### src/rtl/clk_div_sched.sv
// Runtime-programmable clock divider: produces clk_out/clk_en from clk_in and
// swaps in a new divide ratio only at a period boundary.
module clk_div_sched #(
  parameter int unsigned WIDTH       = 8,
  parameter int unsigned DEFAULT_DIV = 4
) (
  input  logic             clk_in,
  input  logic             rst,
  input  logic             cfg_valid,
  input  logic [WIDTH-1:0] cfg_div,
  output logic             cfg_ready,
  output logic             cfg_err,
  output logic             clk_out,
  output logic             clk_en,
  output logic [WIDTH-1:0] cur_div,
  output logic             busy
);

  localparam logic [WIDTH-1:0] DIV_RST  = WIDTH'(DEFAULT_DIV);
  localparam logic [WIDTH-1:0] CNT_RST  = WIDTH'(DEFAULT_DIV - 1);
  localparam logic [WIDTH-1:0] DIV_ONE  = WIDTH'(1);

  typedef enum logic [1:0] {
    RUN  = 2'd0,
    PEND = 2'd1,
    STOP = 2'd2
  } state_t;

  state_t           state, state_nxt;
  logic [WIDTH-1:0] cnt, cnt_nxt;
  logic [WIDTH-1:0] div_nxt;
  logic [WIDTH-1:0] pend_div, pend_nxt;
  logic             err_nxt, out_nxt, en_nxt;
  logic             xfer, boundary;

  // Next-state, counter and output decode
  always_comb begin
    state_nxt = state;
    cnt_nxt   = cnt;
    div_nxt   = cur_div;
    pend_nxt  = pend_div;
    err_nxt   = 1'b0;
    xfer      = cfg_valid & cfg_ready;
    boundary  = (state != STOP) && (cnt == cur_div - DIV_ONE);

    if (state != STOP) begin
      cnt_nxt = boundary ? '0 : cnt + DIV_ONE;
    end

    case (state)
      RUN: begin
        if (xfer) begin
          if (cfg_div == DIV_ONE) begin
            err_nxt = 1'b1;
          end else if (cfg_div != cur_div) begin
            pend_nxt  = cfg_div;
            state_nxt = PEND;
          end
        end
      end
      PEND: begin
        if (boundary) begin
          div_nxt   = pend_div;
          state_nxt = (pend_div == '0) ? STOP : RUN;
        end
      end
      STOP: begin
        cnt_nxt = '0;
        if (xfer) begin
          if (cfg_div == DIV_ONE) begin
            err_nxt = 1'b1;
          end else if (cfg_div != '0) begin
            div_nxt   = cfg_div;
            cnt_nxt   = cfg_div - DIV_ONE;
            state_nxt = RUN;
          end
        end
      end
      default: begin
        state_nxt = RUN;
        div_nxt   = DIV_RST;
        cnt_nxt   = CNT_RST;
      end
    endcase

    // High for the first floor(M/2) counts of each period
    out_nxt = (state_nxt != STOP) && (cnt_nxt < (div_nxt >> 1));
    en_nxt  = boundary && (state_nxt != STOP);
  end

  // State and registered outputs
  always_ff @(posedge clk_in or negedge rst) begin
    if (!rst) begin
      state     <= RUN;
      cnt       <= CNT_RST;
      cur_div   <= DIV_RST;
      pend_div  <= '0;
      clk_out   <= 1'b0;
      clk_en    <= 1'b0;
      cfg_err   <= 1'b0;
      cfg_ready <= 1'b1;
      busy      <= 1'b0;
    end else begin
      state     <= state_nxt;
      cnt       <= cnt_nxt;
      cur_div   <= div_nxt;
      pend_div  <= pend_nxt;
      clk_out   <= out_nxt;
      clk_en    <= en_nxt;
      cfg_err   <= err_nxt;
      cfg_ready <= (state_nxt != PEND);
      busy      <= (state_nxt == PEND);
    end
  end

endmodule
### config.mk
export PLATFORM = sky130hd
export DESIGN_NAME = clk_div_sched
export DESIGN_NICKNAME = d
export VERILOG_FILES = /design/src/rtl/clk_div_sched.sv
export SDC_FILE = /design/constraint.sdc
export NUM_CORES = 1
export LEC_CHECK = 0
export CELL_PAD_IN_SITES_DETAIL_PLACEMENT = 1
export CELL_PAD_IN_SITES_GLOBAL_PLACEMENT = 1
export CORE_UTILIZATION = 39
export DETAILED_ROUTE_END_ITERATION = 10
export HOLD_SLACK_MARGIN = 0.03
export PLACE_DENSITY = 0.82
export SLEW_MARGIN = 30
export SYNTH_ARGS = -nofsm -noshare
export SYNTH_HDL_FRONTEND = slang
export SYNTH_SLANG_ARGS = --single-unit
export TNS_END_PERCENT = 100
### constraint.sdc
create_clock -name clk_in -period 3.8 [get_ports clk_in]
set_input_delay 0.76 -clock clk_in [delete_from_list [all_inputs] [get_ports clk_in]]
set_output_delay 0.76 -clock clk_in [all_outputs]
set_load 0.1 [all_outputs]
Word level (Yosys, flattened, before mapping)
Index checks and enable logic that the tools add are counted.
{"block": "op_classes", "addsub": 3, "order_cmp": 1, "n_eq_ne": 13, "n_mux": 23, "bitwise": 3, "n_reduce_logical": 10}
{"cell": "$mux 8", "n": 9}
{"cell": "$pmux 8 s3", "n": 1}
{"cell": "$mux 2", "n": 8}
{"cell": "$pmux 8 s2", "n": 1}
{"cell": "$sub 8x1->8 const B", "n": 2}
{"cell": "$ne 2x2->1 const B", "n": 6}
{"cell": "$add 8x1->8 const B", "n": 1}
{"cell": "$eq 8x1->1 const B", "n": 1}
{"cell": "$eq 8x8->1", "n": 1}
{"cell": "$logic_not 8->1", "n": 1}
{"cell": "$lt 8x7->1", "n": 1}
{"cell": "$ne 8x8->1", "n": 1}
{"cell": "$reduce_bool 8->1", "n": 1}
{"cell": "$pmux 2 s3", "n": 1}
{"cell": "$reduce_and 5->1", "n": 1}
{"cell": "$eq 2x1->1 const B", "n": 2}
{"cell": "$reduce_and 4->1", "n": 1}
{"cell": "$reduce_or 2->1", "n": 2}
{"cell": "$logic_and 1x1->1", "n": 3}
{"cell": "$mux 1", "n": 3}
{"cell": "$eq 2x2->1 const B", "n": 1}
{"cell": "$logic_not 2->1", "n": 1}
{"cell": "$ne 2x1->1 const B", "n": 1}
{"cell": "$not 1->1", "n": 2}
{"cell": "$and 1x1->1", "n": 1}
{"block": "totals", "register_bits": 31, "in_bits": 11, "out_inout_bits": 13, "elab_cells": 63}

Depth between registers and ports, before layout
{"block": "depth", "ltp_word": 8, "depth_mapped": 16, "depth_no_buf": 14}

Worst setup path after synthesis
Ideal clock, no wire load.
{"block": "synth_path", "path_type": "reg2reg", "from": "reg cur_div[1]", "to": "reg clk_out", "setup_ps": 111, "t_arrival_ps": 4216, "t_required_ps": 3689, "setup_slack_ps": -528, "path_stages_with_launch": 13, "n_path_buf": 2, "synth_period_minus_slack_ps": 4328, "path_cell_list": "dfrtp_1 -> buf_6 -> or4_4 -> or3_4 -> a2111oi_4 -> nand2_2 -> a21oi_1 -> or2_2 -> clkbuf_1 -> o21ai_0 -> ha_1 -> or4b_1 -> a2111oi_2"}
{"block": "synth_via", "elab_chain_len": 8, "word_cells_on_any_way": 20, "cone_classes": "add/sub (1); order compare (1); eq/ne (3); mux (13); reduce/logical (2)"}
{"item": "start, declared", "line_no": "15", "text": "output logic [WIDTH-1:0] cur_div,"}
{"item": "start signal, assigned", "line_no": "106", "text": "cur_div <= div_nxt;"}
{"item": "$sub 8x1->8", "line_no": "44", "text": "boundary = (state != STOP) && (cnt == cur_div - DIV_ONE);"}
{"item": "$eq 8x8->1", "line_no": "44"}
{"item": "$logic_and 1x1->1", "line_no": "44"}
{"item": "$mux 8", "line_no": "47", "text": "cnt_nxt = boundary ? '0 : cnt + DIV_ONE;"}
{"item": "$mux 8", "line_no": "46", "text": "if (state != STOP) begin"}
{"item": "$pmux 8 s2", "line_no": "50", "text": "case (state)"}
{"item": "named net cnt_nxt[1]", "line_no": "30", "text": "logic [WIDTH-1:0] cnt, cnt_nxt;"}
{"item": "$lt 8x7->1", "line_no": "87", "text": "out_nxt = (state_nxt != STOP) && (cnt_nxt < (div_nxt >> 1));"}
{"item": "$logic_and 1x1->1", "line_no": "87"}
{"item": "named net out_nxt", "line_no": "33", "text": "logic err_nxt, out_nxt, en_nxt;"}
{"item": "end signal, assigned", "line_no": "108", "text": "clk_out <= out_nxt;"}
{"item": "end, declared", "line_no": "13", "text": "output logic clk_out,"}
The timed path passes the listed nets, and every way through them passes these cells. The select of a mux whose other input is x is not followed.
A chain may end at the register's enable or synchronous reset.

Worst setup path in the final report
{"block": "layout_path", "from": "reg cur_div[1]", "to": "reg clk_out"}
{"block": "layout_via", "elab_chain_len": 8, "word_cells_on_any_way": 20, "cone_classes": "add/sub (1); order compare (1); eq/ne (3); mux (13); reduce/logical (2)"}
{"item": "$sub 8x1->8", "line_no": "44"}
{"item": "$eq 8x8->1", "line_no": "44"}
{"item": "$logic_and 1x1->1", "line_no": "44"}
{"item": "$mux 8", "line_no": "47"}
{"item": "$mux 8", "line_no": "46"}
{"item": "$pmux 8 s2", "line_no": "50"}
{"item": "$lt 8x7->1", "line_no": "87"}
{"item": "$logic_and 1x1->1 *", "line_no": "87"}
{"item": "named net out_nxt", "line_no": "33"}
The timed path passes the listed nets; every way through them passes the cells marked *. The select of a mux whose other input is x is not followed.

==> results.yml <==
finish:
  multi_input_area_mm2: 0.00122
  post-route-util_pct: 52.7
  finalInstanceArea_mm2: 0.00271
  area_growth_pct: 29.3
  antennaDiodeCount: 0
  drive_gt1_share_pct: 24.3
  nets: 283
  regArea_um2: 790
  fillers: 615
synth:
  synth_xor_area_share_pct: 12.1
  postSynthCellCount: 214
  synth_area_leaders: "dfrtp_1, xnor2_1, ha_1"
  synth-async-reset-ratio_pct: 100
  yosys.area.top_type_share_pct: 32.3
  synth_compound_area_share_pct: 17.8
  syn_area_per_cell_um2: 9.78
  muxShareOfSynthArea_pct: 3.71
  yosysMostFrequentCell: "dfrtp_1"
  yosys.area.top_type: "dfrtp_1"
  synth_seq_cells: 31
  syn_nets: 235
  ys_seq_area_share_pct: 37.3
  synth_top_family_by_area: "compound AO/OA/AOI/OAI gates"
  yosysUniqueCellTypes: 51
  yosysWarnings: 0
  synth_edf_count: 0
  syn-cell-area_mm2: 0.00209
  synthSimpleGateAreaFrac_pct: 16.5
  synth_common_cells: "dfrtp_1, xnor2_1, inv_1, o21ai_0, nor2_1"
  yosys.area_share.adder_pct: 5.98
  synthFlopType: "dfrtp_1"
place:
  post-place-ws_ns: -0.390
  port_buffers: 23
  gp_congestion: 0.860
  placed_area_mm2: 0.00257
  place_hpwl_mm: 5.38
routing:
  drtIter0Drc: 143
  wl_per_cell_um: 20.8
  first_pass_iters: 4
  postRouteAntennaNets: 0
  drc: 0
  routed-via-count: 1954
  wl_mm: 6.94
  viasPerCell: 5.87
setup_path:
  path_delay_family: "compound AO/OA/AOI/OAI gates"
  cp_slowest_cell: "or4_4"
  cp_num_cells: 12
  reg2reg_to: "clk_out$_DFF_PN0_"
  crit_path_end: "clk_out$_DFF_PN0_"
  rr_startpoint: "cur_div[1]$_DFF_PN0_"
  crit_top_cell: "a2111oi_4"
  crit_required_ns: 3.98
  end_kind: "flop"
  cp-startpoint: "cur_div[1]$_DFF_PN0_"
  cp.buffers_inverters: 1
  critPathMaxFanout: 4
  r2r_slack_ns: -0.009
  cp-start-kind: "flop"
  slowest_delay_ns: 0.53
  criticalPathCategory: "reg2reg"
  r2r_cells: 12
  arrival_ns: 3.99
  crit_chain: "or4_4 > or3_4 > a2111oi_4 > nand2_2 > a21oi_4 > a21boi_4 > buf_6 > a222oi_1 > ha_1 > nand4_1 > a21oi_1 > a2111oi_4"
clocking:
  cts_sinks: 31
  clk_pin_slew_ns: 0.06
  cts_buffers: 5
  cts.path.max_buffers: 2
  cts_tree: "built"
  cts-root-buf: "clkbuf_8"
  clkLatencyLatePin_ns: 0.29
  htreeDepth: 2
global_route:
  met1_usage_pct: 32.6
  grt_usage_pct: 28.1
  grt_remaining_overflow: 0
  grt_pass1_vias: 2065
  met2_usage_pct: 48.7
  use_met3_pct: 6.02
  grt_max_degree: 32
  grt_pass1_wl_mm: 11.1
  antenna_found_initial: 0
  top_usage_layer: "met2"
sta:
  slew-limit-headroom_pct: 35.0
  fin_crit_sh_pct: 100
  clock_skew_ns: 0.00350
  rsz0062_at_grt: "yes"
  final_hold_viol_count: 0
  fmax_mhz: 263
  tightestPinTransition_ns: 0.972
  tns_ns: -0.00879
  timing_max_transition_violations_final: 0
  finalWorstSetupSlack_ns: -0.00879
  whs_ns: 0.559
  final.min_clock_period_ns: 3.81
  finalSetupViolCount: 1
floorplan:
  die_area_mm2: 0.00566
  row_count: 26
  die_x_um: 75.3
  ios: 24
  start_util_pct: 40.7
  core-area_mm2: 0.00514
  die-height_um: 75.3
power:
  powerDensity_mw_per_mm2: 989
  p_leak_uw: 0.00113
  vdd_drop_max_v: 0.000514
min_path:
  hold_class: "reg2reg"
status:
  violations: "setup timing"
  outcome: "finished, violations left"
flow_run:
  drv_cap: 0
==> repair_timing <==
item | CTS | global route
setup endpoints to repair | 1 | 1
hold buffers | 0 | 0
resized for setup | 5 | 2
buffers inserted | 2 | 0
pin swaps | 4 | 4
==> state kept, by name (all words and copies together) (netlist names) <==
| signal | cells |
|---|---|
| busy | 1 |
| cfg_err | 1 |
| pend_div | 8 |
| clk_out | 1 |
| cfg_ready | 1 |
| state | 2 |
| clk_en | 1 |
| cnt | 8 |
| cur_div | 8 |
==> cell type report <==
class | instances | area share (%)
Multi-Input combinational cell | 155 | 45.1
Tap cell | 70 | 3.24
Sequential cell | 31 | 29.2
Clock buffer | 7 | 3.19
Inverter | 16 | 2.22
Clock inverter | 1 | 0.185
Timing Repair Buffer | 53 | 16.9
==> report_power, final <==
group	switching [µW]	internal (µW)
logic	1070	649
clock network	128	146
registers	193	495
total	1390	1290
==> stage by stage <==
step / total power [µW] / cells
after global placement: 2210 / 323
after detailed placement: 2300 / 323
final: 2680 / 333
after CTS: 2660 / 333
after global routing: 2830 / 333
after floorplan: 1790 / 214
==> worst min path at each step <==
stage | endpoint | cells after the start | from
2_1_floorplan | busy$_DFF_PN0_ | 0 | rst
3_3_place_gp | pend_div[6]$_DFFE_PN0P_ | 1 | pend_div[6]$_DFFE_PN0P_
3_5_place_dp | pend_div[4]$_DFFE_PN0P_ | 1 | pend_div[4]$_DFFE_PN0P_
4_1_cts | pend_div[4]$_DFFE_PN0P_ | 1 | pend_div[4]$_DFFE_PN0P_
5_1_grt | pend_div[7]$_DFFE_PN0P_ | 1 | pend_div[7]$_DFFE_PN0P_
6_report | pend_div[6]$_DFFE_PN0P_ | 1 | pend_div[6]$_DFFE_PN0P_
==> cells by family after synthesis <==
logic type	after synthesis
AO/OA/AOI/OAI	48
XOR/XNOR	29
adder cells (fa/ha/maj)	10
buffers and inverters	28
flip-flops	31
multiplexers	7
AND/OR/NAND/NOR	61
==> worst register-to-register path, stage by stage (launching register included) <==
cell and delay [ns]:
dfrtp_4 0.47, or4_4 0.53, or3_4 0.35, a2111oi_4 0.38, nand2_2 0.13, a21oi_4 0.18
a21boi_4 0.10, buf_6 0.15, a222oi_1 0.50, ha_1 0.33, nand4_1 0.12, a21oi_1 0.09
a2111oi_4 0.37
==> per-layer routing <==
| metal | vias to the layer above | share of wire (%) |
|---|---|---|
| met5 | - | 0 |
| met4 | 0 | 4.5 |
| li1 | 873 | - |
| met2 | 98 | 51 |
| met1 | 954 | 38 |
| met3 | 29 | 5.8 |
==> cell usage in the layout (no fill, tap or decap), types with 3 or more instances in the layout <==
cell type,count
xor2_1,7
clkdlybuf4s50_1,22
ha_1,10
o22ai_1,4
mux2_2,6
nor3_1,5
a31oi_1,3
o21ai_0,11
dfstp_2,4
clkbuf_8,6
dfrtp_1,24
o21ai_1,3
or3_1,3
nand4_1,8
xnor2_1,22
nor2_1,11
nand2_1,10
nor2b_1,5
a222oi_1,6
buf_4,30
inv_1,16
Power figures use the tool's default switching activity.
